==> config.mk <==
export PLATFORM = sky130hd
export DESIGN_NAME = promedio_sched
export DESIGN_NICKNAME = d
export VERILOG_FILES = /design/src/rtl/promedio_sched.sv
export SDC_FILE = /design/constraint.sdc
export NUM_CORES = 1
export LEC_CHECK = 0
export CAP_MARGIN = 10
export CORE_MARGIN = 3
export CORE_UTILIZATION = 36
export DETAILED_ROUTE_END_ITERATION = 6
export GPL_ROUTABILITY_DRIVEN = 0
export GPL_TIMING_DRIVEN = 0
export HOLD_SLACK_MARGIN = 0.06
export PLACE_DENSITY_LB_ADDON = 0.08
export REMOVE_ABC_BUFFERS = 1
export SKIP_LAST_GASP = 1
export SLEW_MARGIN = 20
export SYNTH_ARGS = -nofsm -noshare
export SYNTH_HDL_FRONTEND = slang
export SYNTH_SLANG_ARGS = --single-unit
==> constraint.sdc <==
create_clock -name clk -period 2.39 [get_ports clk]
set_clock_uncertainty 0.15 [all_clocks]
set_input_delay 0.717 -clock clk [delete_from_list [all_inputs] [get_ports clk]]
set_output_delay 0.717 -clock clk [all_outputs]
set_load 0.02 [all_outputs]
==> src/rtl/promedio_sched.sv <==
// -----------------------------------------------------------------------------
// promedio_sched
//
// Round-robin scheduler that time-shares one external 4-sample averager
// ("promedio") among NCH sample channels.
//
// Operation: a pending channel is granted and its sample is steered onto the
// averager input. The scheduler then sequences the averager's sum_en, captures
// the averaged result, and hands it to the consumer over a valid/ready
// handshake tagged with the channel ID. When the handshake completes, the
// granted channel receives a one-cycle ack pulse.
//
// Optional build macro: PROM_SCHED_TIMEOUT_EN
//   Defined   : adds output err and a 4-bit ACCUM watchdog. If avg_sum_ready
//               has not arrived by 10 cycles after ACCUM entry, the scheduler
//               pulses err, aborts the transfer without an ack, and returns
//               to IDLE.
//   Undefined : ACCUM waits for avg_sum_ready indefinitely.
//
// Ports
//   clk            single clock, all state updates on posedge
//   reset_n        asynchronous active-low reset
//   en             global enable; low aborts any transfer and idles
//   req[NCH]       level request per channel, held until ack
//   sample[N*NCH]  channel samples, channel i at [i*N +: N]
//   ack[NCH]       one-cycle pulse to the served channel on result handshake
//   avg_en         averager en (en delayed one cycle)
//   avg_sum_en     averager sum_en (high only while accumulating)
//   avg_in[N]      averager input, combinational mux of the granted sample
//   avg_sum_ready  averager sum_ready
//   avg_out[N-2]   averager result
//   res_valid      result valid
//   res_ready      consumer ready
//   res_data[N-2]  captured average
//   res_ch[CHW]    channel ID of res_data
//   busy           scheduler is not idle
//   err            (timeout build only) one-cycle watchdog expiry pulse
// -----------------------------------------------------------------------------
module promedio_sched #(
    parameter int N   = 8,
    parameter int NCH = 4,
    parameter int CHW = 2
) (
    input  logic               clk,
    input  logic               reset_n,
    input  logic               en,
    input  logic [NCH-1:0]     req,
    input  logic [N*NCH-1:0]   sample,
    output logic [NCH-1:0]     ack,
    output logic               avg_en,
    output logic               avg_sum_en,
    output logic [N-1:0]       avg_in,
    input  logic               avg_sum_ready,
    input  logic [N-3:0]       avg_out,
    output logic               res_valid,
    input  logic               res_ready,
    output logic [N-3:0]       res_data,
    output logic [CHW-1:0]     res_ch,
    output logic               busy
`ifdef PROM_SCHED_TIMEOUT_EN
    ,
    output logic               err
`endif
);

    typedef enum logic [1:0] {
        ST_IDLE    = 2'd0,
        ST_ACCUM   = 2'd1,
        ST_CAPTURE = 2'd2,
        ST_HOLD    = 2'd3
    } state_t;

    state_t             state_r;
    logic [CHW-1:0]     sel_r;
    logic [CHW-1:0]     ptr_r;
    logic [NCH-1:0]     ack_r;
    logic               avg_en_r;
    logic               avg_sum_en_r;
    logic               res_valid_r;
    logic [N-3:0]       res_data_r;
    logic [CHW-1:0]     res_ch_r;

    logic               grant_found_s;
    logic [CHW-1:0]     grant_idx_s;
    logic [N-1:0]       sample_arr_s [NCH];

`ifdef PROM_SCHED_TIMEOUT_EN
    logic [3:0]         tmo_cnt_r;
    logic               err_r;
`endif

    // Round-robin pick: the first set request bit at or after (p+1) mod NCH.
    // The offsets are scanned from farthest to nearest so that the nearest
    // hit is the one left in the result. Returns {found, index}.
    function automatic logic [CHW:0] rr_pick(input logic [NCH-1:0] r,
                                             input logic [CHW-1:0] p);
        logic [CHW:0] res;
        int           idx;
        res = {(CHW+1){1'b0}};
        for (int i = NCH; i >= 1; i--) begin
            idx = int'(p) + i;
            if (idx >= NCH) begin
                idx = idx - NCH;
            end else begin
                idx = idx;
            end
            if (r[idx]) begin
                res = {1'b1, idx[CHW-1:0]};
            end else begin
                res = res;
            end
        end
        return res;
    endfunction

    // Arbitration result for the current request vector and pointer.
    assign {grant_found_s, grant_idx_s} = rr_pick(req, ptr_r);

    // Split the flat sample bus into per-channel words.
    for (genvar g = 0; g < NCH; g++) begin : g_split
        assign sample_arr_s[g] = sample[g*N +: N];
    end

    // sel only changes on a grant, so the averager sees one steady sample
    // for the whole transfer.
    assign avg_in = sample_arr_s[sel_r];

    // Registered outputs.
    assign ack        = ack_r;
    assign avg_en     = avg_en_r;
    assign avg_sum_en = avg_sum_en_r;
    assign res_valid  = res_valid_r;
    assign res_data   = res_data_r;
    assign res_ch     = res_ch_r;
    assign busy       = (state_r != ST_IDLE);
`ifdef PROM_SCHED_TIMEOUT_EN
    assign err        = err_r;
`endif

    // Scheduler FSM together with all registered outputs.
    always_ff @(posedge clk or negedge reset_n) begin
        if (!reset_n) begin
            state_r      <= ST_IDLE;
            sel_r        <= {CHW{1'b0}};
            ptr_r        <= CHW'(NCH - 1);
            ack_r        <= {NCH{1'b0}};
            avg_en_r     <= 1'b0;
            avg_sum_en_r <= 1'b0;
            res_valid_r  <= 1'b0;
            res_data_r   <= {(N-2){1'b0}};
            res_ch_r     <= {CHW{1'b0}};
`ifdef PROM_SCHED_TIMEOUT_EN
            tmo_cnt_r    <= 4'd0;
            err_r        <= 1'b0;
`endif
        end else begin
            avg_en_r <= en;
            // ack and err are single-cycle pulses, cleared unless re-asserted.
            ack_r    <= {NCH{1'b0}};
`ifdef PROM_SCHED_TIMEOUT_EN
            err_r    <= 1'b0;
`endif
            if (!en) begin
                // Abort: the channel keeps its request and is re-arbitrated
                // once en returns.
                state_r      <= ST_IDLE;
                avg_sum_en_r <= 1'b0;
                res_valid_r  <= 1'b0;
            end else begin
                case (state_r)
                    ST_IDLE: begin
                        if (grant_found_s) begin
                            sel_r        <= grant_idx_s;
                            ptr_r        <= grant_idx_s;
                            avg_sum_en_r <= 1'b1;
                            state_r      <= ST_ACCUM;
`ifdef PROM_SCHED_TIMEOUT_EN
                            tmo_cnt_r    <= 4'd0;
`endif
                        end else begin
                            state_r <= ST_IDLE;
                        end
                    end
                    ST_ACCUM: begin
                        if (avg_sum_ready) begin
                            avg_sum_en_r <= 1'b0;
                            state_r      <= ST_CAPTURE;
`ifdef PROM_SCHED_TIMEOUT_EN
                        end else if (tmo_cnt_r == 4'd9) begin
                            // Tenth ACCUM cycle with no result: abandon the
                            // transfer. ptr already points at this channel,
                            // so other requesters are served first.
                            err_r        <= 1'b1;
                            avg_sum_en_r <= 1'b0;
                            state_r      <= ST_IDLE;
                        end else begin
                            tmo_cnt_r <= tmo_cnt_r + 4'd1;
`else
                        end else begin
                            state_r <= ST_ACCUM;
`endif
                        end
                    end
                    ST_CAPTURE: begin
                        // The averager drives the finished average this cycle.
                        res_data_r  <= avg_out;
                        res_ch_r    <= sel_r;
                        res_valid_r <= 1'b1;
                        state_r     <= ST_HOLD;
                    end
                    ST_HOLD: begin
                        if (res_ready) begin
                            res_valid_r <= 1'b0;
                            ack_r       <= {{(NCH-1){1'b0}}, 1'b1} << sel_r;
                            state_r     <= ST_IDLE;
                        end else begin
                            state_r <= ST_HOLD;
                        end
                    end
                    default: begin
                        avg_sum_en_r <= 1'b0;
                        res_valid_r  <= 1'b0;
                        state_r      <= ST_IDLE;
                    end
                endcase
            end
        end
    end

endmodule

; ---- Yosys cells after proc, flatten, opt, wreduce, memory -nomap -nowiden
; Cells that the tools add are included.
[totals]
output_inout_bits = 24
reg_bits = 21
[op_classes]
shift = 1
n_reduce_logical = 6
n_lt_le_gt_ge = 9
bitwise_logic = 1
n_addsub = 8
n_mux = 38
n_eq_ne = 8
[ops]
columns = op, n
row1 = "< comparator 32 x 4 -> 1 bit, second input constant", 4
row2 = two-way mux 32 bit, 4
row3 = binary-select mux 8 bit (select 2 bit), 1
row4 = two-way mux 8 bit, 2
row5 = two-way mux 1 bit, 14
row6 = "greater-or-equal comparator 3 bit, second input constant", 4
row7 = two-way mux 3 bit, 4
row8 = two-way mux 4 bit, 3
row9 = "subtractor 3 x 3 -> 4 bit, second input constant", 3
row10 = "!= test 3 bit, second input constant", 3
row11 = binary-select mux 1 bit (select 2 bit), 4
row12 = case mux 2 bit (4 select lines), 1
row13 = "adder 2 x 2 -> 3 bit, second input constant", 2
row14 = two-way mux 2 bit, 3
row15 = "!= test 3 x 1 -> 1 bit, second input constant", 2
row16 = AND reduction 3 bit, 2
row17 = "subtractor 4 x 3 -> 5 bit, second input constant", 1
row18 = "adder 2 x 3 -> 4 bit, second input constant", 1
row19 = "== test 2 bit, second input constant", 2
row20 = "greater-or-equal comparator 4 x 3 -> 1 bit, second input constant", 1
row21 = case mux 1 bit (2 select lines), 2
row22 = AND reduction 2 bit, 2
row23 = "left shift 1 x 2 -> 4 bit, first input constant", 1
row24 = "adder 2 x 1 -> 3 bit, second input constant", 1
row25 = 4 further kinds, 4

; ---- Longest topological paths before layout
[depth]
depth_word = 13
mapped_depth = 5
ltp_nobuf = 4

; ---- Least setup slack after synthesis
; Ideal clock, no wire load.
[synth_timing]
path_type = reg2out
from = reg sel_r[0]
to = out avg_in[2]
arrival_ns = 1.422
path_slack_ns = 0.101
n_path_buf = 2
stages_incl_launch_ff = 4
t_required_ns = 1.523
cell_sequence = dfrtp_1 > clkbuf_1 > buf_2 > mux4_2
[synth_via]
elab_chain_len = 4
[synth_rtl]
columns = element, line_no
row1 = from (decl), 74  ; logic [CHW-1:0] sel_r;
row2 = from (signal assigned), 144  ; sel_r <= {CHW{1'b0}};
row3 = from (signal assigned), 173  ; sel_r <= grant_idx_s;
row4 = inverter 2 -> 3 bit (implied by the code), 126  ; assign avg_in = sample_arr_s[sel_r];
row5 = binary-select mux 8 bit (select 2 bit), 126
row6 = two-way mux 8 bit (implied by the code) (2 in a row), 126
row7 = to (decl), 52  ; output logic [N-1:0] avg_in,
; No other way between the ends. The select of a mux whose other input is x is not followed.

; ---- Worst setup path after layout
[layout_timing]
from = in sample[30]
to = out avg_in[6]
[layout_via]
elab_chain_len = 3
[layout_rtl]
columns = element, line_no
row1 = from (decl), 48  ; input logic [N*NCH-1:0] sample,
row2 = binary-select mux 8 bit (select 2 bit), 126
row3 = two-way mux 8 bit (implied by the code) (2 in a row), 126
; No other way between the ends. The select of a mux whose other input is x is not followed.

==> metrics.log <==
INFO  metric run_status = finished, violations left
INFO  metric failed_checks = setup timing
INFO  metric netlist.area_leader.share = 0.438
INFO  metric cts_inserted_buffers = 3
INFO  metric worst-path-max-fanout = 1
INFO  metric path_class = in -> out
INFO  metric detail_route.first_pass.iterations = 4
INFO  metric grt_pass1_vias = 971
INFO  metric min_period_over_period = 1.02
INFO  metric gr-usage-all-layers = 0.167
INFO  metric rsz0062_at_grt = yes
INFO  metric fraction_of_final_layout_cells_sized_beyond_drive_strength_1 = 0.244
INFO  metric post_route_drc_violation_count = 0
INFO  metric drtAntennaViolNets = 0
INFO  metric cp.arrival = 1.57 ns
INFO  metric postSynth.topFlopCell = sky130_fd_sc_hd__dfrtp_1
INFO  metric ys_ff_latch = 21
INFO  metric worst_skew_pair.late_latency = 0.30 ns
INFO  metric power.sequential.fraction = 0.361
INFO  metric antennaDiodeCount = 0
INFO  metric post_synth_main_area_contributors = sky130_fd_sc_hd__dfrtp_1, sky130_fd_sc_hd__mux4_2, sky130_fd_sc_hd__mux2_2, sky130_fd_sc_hd__dfstp_2, sky130_fd_sc_hd__nand2_1
INFO  metric yosysMostFrequentCell = sky130_fd_sc_hd__dfrtp_1
INFO  metric route.final.wire_length = roughly 3.0 mm
INFO  metric synth_edf_count = 0
INFO  metric tightestPinTransition = between 0.9 and 1 ns
INFO  metric cts_htree_levels = 1
INFO  metric viasPerCell = 5.18
INFO  metric ctsRootBufferMaster = sky130_fd_sc_hd__clkbuf_4
INFO  metric power.density_cell_area = between 700 and 800 nW/µm²
INFO  metric timing.max_cap.violations = 0
INFO  metric antenna_found_initial = 0
INFO  metric initialDrtViolationCount = 23
INFO  metric startpoint_type = primary input
INFO  metric slew_viol_final = 0
INFO  metric fin_nets = 208
INFO  metric via_count = about 1000
INFO  metric core_ar = 2810 µm²
INFO  metric finalCriticalPeriod = 2.44 ns
INFO  metric initial_core_util = 0.387
INFO  metric yosys.area.top_type = sky130_fd_sc_hd__dfrtp_1
INFO  metric post_detailed_placement_half_perimeter_wirelength = 2.36 mm
INFO  metric finalHoldViolations = 0
INFO  metric postSynthAreaPerCell = between 10 and 15 µm²
INFO  metric async_set_reset_flop_share_out_of_synthesis = 1.00
INFO  metric slew_headroom = 0.387
INFO  metric clock-sinks = 21
INFO  metric static-leakage-power = 0.823 nW
INFO  metric row_count = 19
INFO  metric design.portCount = 71
INFO  metric flow.area_growth_from_synthesis = 71.4%
INFO  metric fmaxAchievable = 0.410 GHz
INFO  metric buffers_on_ports = 70
INFO  metric quantity_of_hold_fixing_buffers_added_after_cts = 0
INFO  metric worst_hold_path.num_cells = 1
INFO  metric synth_seq_area_share = 0.486
INFO  metric finalSetupViolCount = 6
INFO  metric wire_length_of_the_first_global_routing_pass = 4.55 mm
INFO  metric post-route-cell-area = 1860 µm²
INFO  metric worstSetupEndpointType = output pin
INFO  metric power_frac_clock = 0.116
INFO  metric finalWorstSetupSlack = -0.0517 ns
INFO  metric internal_power = 0.000967 W
INFO  metric post_synth_instance_area = 1090 µm²
INFO  metric ff2ff_path_depth = 3
INFO  metric ctsLongestPathBuffers = 2
INFO  metric drt-wirelength-per-cell = 15.5 µm
INFO  metric synth.top_cells.by_count = sky130_fd_sc_hd__dfrtp_1, sky130_fd_sc_hd__mux2_2, sky130_fd_sc_hd__mux4_2
INFO  metric postLayoutCoreUtil = 0.664
INFO  metric total_switching_power = 0.000514 W
INFO  metric synth.lib_cells_used.distinct = 32
INFO  metric die_width = 60.9 µm
INFO  metric layout.filler_cells = 243
INFO  metric tritoncts = done
INFO  metric hold_path.class = reg -> reg
INFO  metric switching_share = 0.347
INFO  metric power.share.combinational = 0.523
INFO  metric die-area = 3710 µm²
INFO  metric synth-warning-count = 0
INFO  metric syn-instance-count = 86
INFO  metric die_h = 60.9 µm
INFO  metric grt_start_max_net_pins = 22
INFO  metric endpoint_required_time_on_the_critical_path = 1.52 ns
INFO  metric post_dp_cell_area = between 1500 and 2000 µm²
INFO  metric cts.reportedPaths.clkPinSlew = 0.12 ns
INFO  metric worst_ir_drop_vdd = 421 µV
INFO  metric grt.overflow.total = 0
placed cells by master (no fill, tap or decap), types with 2 or more instances in the layout:
master,n
sky130_fd_sc_hd__buf_4,3
sky130_fd_sc_hd__nand2_1,6
sky130_fd_sc_hd__nor2_1,5
sky130_fd_sc_hd__o21ai_1,2
sky130_fd_sc_hd__clkdlybuf4s15_1,13
sky130_fd_sc_hd__dfrtp_1,17
sky130_fd_sc_hd__nor3b_1,3
sky130_fd_sc_hd__mux4_2,8
sky130_fd_sc_hd__inv_1,3
sky130_fd_sc_hd__clkbuf_4,3
sky130_fd_sc_hd__buf_6,10
sky130_fd_sc_hd__clkdlybuf4s50_1,28
sky130_fd_sc_hd__a21o_1,2
sky130_fd_sc_hd__dlygate4sd2_1,20
sky130_fd_sc_hd__nor2b_1,2
sky130_fd_sc_hd__mux2_2,8
sky130_fd_sc_hd__dfstp_2,2
sky130_fd_sc_hd__a21oi_1,4
routing by layer:
metal	track usage	routed length, µm
met5	0	0
met4	0.0372	12
met3	0.0447	215
met2	0.308	1560
met1	0.193	1170
cells by family (layout without fill, tap and decap cells):
| kind of cell | after synthesis | after routing | synth area share |
|---|---|---|---|
| AND/OR/NAND/NOR | 24 | 24 | 0.120 |
| multiplexers | 16 | 16 | 0.249 |
| adder cells (fa/ha/maj) | 1 | 1 | 0.00922 |
| flip-flops | 21 | 21 | 0.486 |
| buffers and inverters | 8 | 82 | 0.0369 |
| AO/OA/AOI/OAI | 16 | 16 | 0.0991 |
critical path: stages:
cell	delay [ns]
sky130_fd_sc_hd__dlygate4sd2_1	0.23
sky130_fd_sc_hd__mux4_2	0.47
sky130_fd_sc_hd__buf_6	0.15
path summary, 6_finish.rpt:
check                      slack (ns)                    start                       to
max                             -0.05               sample[30]                avg_in[6]
min                              0.37  res_data[3]$_DFFE_PN0P_  res_data[3]$_DFFE_PN0P_
max reg2reg                      0.56     state_r[1]$_DFF_PN0_     ptr_r[0]$_DFFE_PN1P_
min reg2reg                      0.37  res_data[3]$_DFFE_PN0P_  res_data[3]$_DFFE_PN0P_
max in group asynchronous        0.67                  reset_n     sel_r[0]$_DFFE_PN0P_
min in group asynchronous        0.76                  reset_n    res_ch[0]$_DFFE_PN0P_
per-stage QoR:
stage                     hold WS (ns)  setup slack (ns)  std cells  setup TNS, ns  power, W
after floorplan                  0.271             0.240         81              0  0.000901
after global placement           0.336            -0.600        182          -5.49   0.00124
after detailed placement         0.345            -0.634        182          -5.66   0.00126
after CTS                        0.374           -0.0550        190         -0.233   0.00149
after global routing             0.388           -0.0764        191         -0.476   0.00157
final                            0.371           -0.0517        191         -0.194   0.00148
power by group through the flow:
stage | Clock, W | Sequential, W | Combinational [W]
finish | 0.000172 | 0.000534 | 0.000775
global route | 0.000192 | 0.000547 | 0.000827
CTS | 0.000179 | 0.000532 | 0.000775
floorplan | 0 | 0.000610 | 0.000291
global placement | 0 | 0.000560 | 0.000681
detailed placement | 0 | 0.000566 | 0.000694
state kept, by name, summed over array words and instances, names as in the netlist:
register	count
ptr_r	2
res_data	6
avg_sum_en	1
state_r	2
avg_en	1
sel_r	2
ack	4
res_ch	2
res_valid	1
area by class of cell:
type | instances | area [µm²] | area share
timing repair buffer | 75 | 733 | 0.394
inverter | 3 | 11.3 | 0.00605
sequential | 21 | 533 | 0.286
clock inverter | 1 | 5.00 | 0.00269
multi-input combinational | 57 | 518 | 0.278
clock buffer | 3 | 22.5 | 0.0121
tap | 31 | 38.8 | 0.0208
what timing repair did:
action	4_1_cts	5_1_grt
setup endpoints to repair	9	9
resized for setup	98	3
hold endpoints to repair	0	0
setup buffers	4	1
Power figures use the tool's default switching activity.
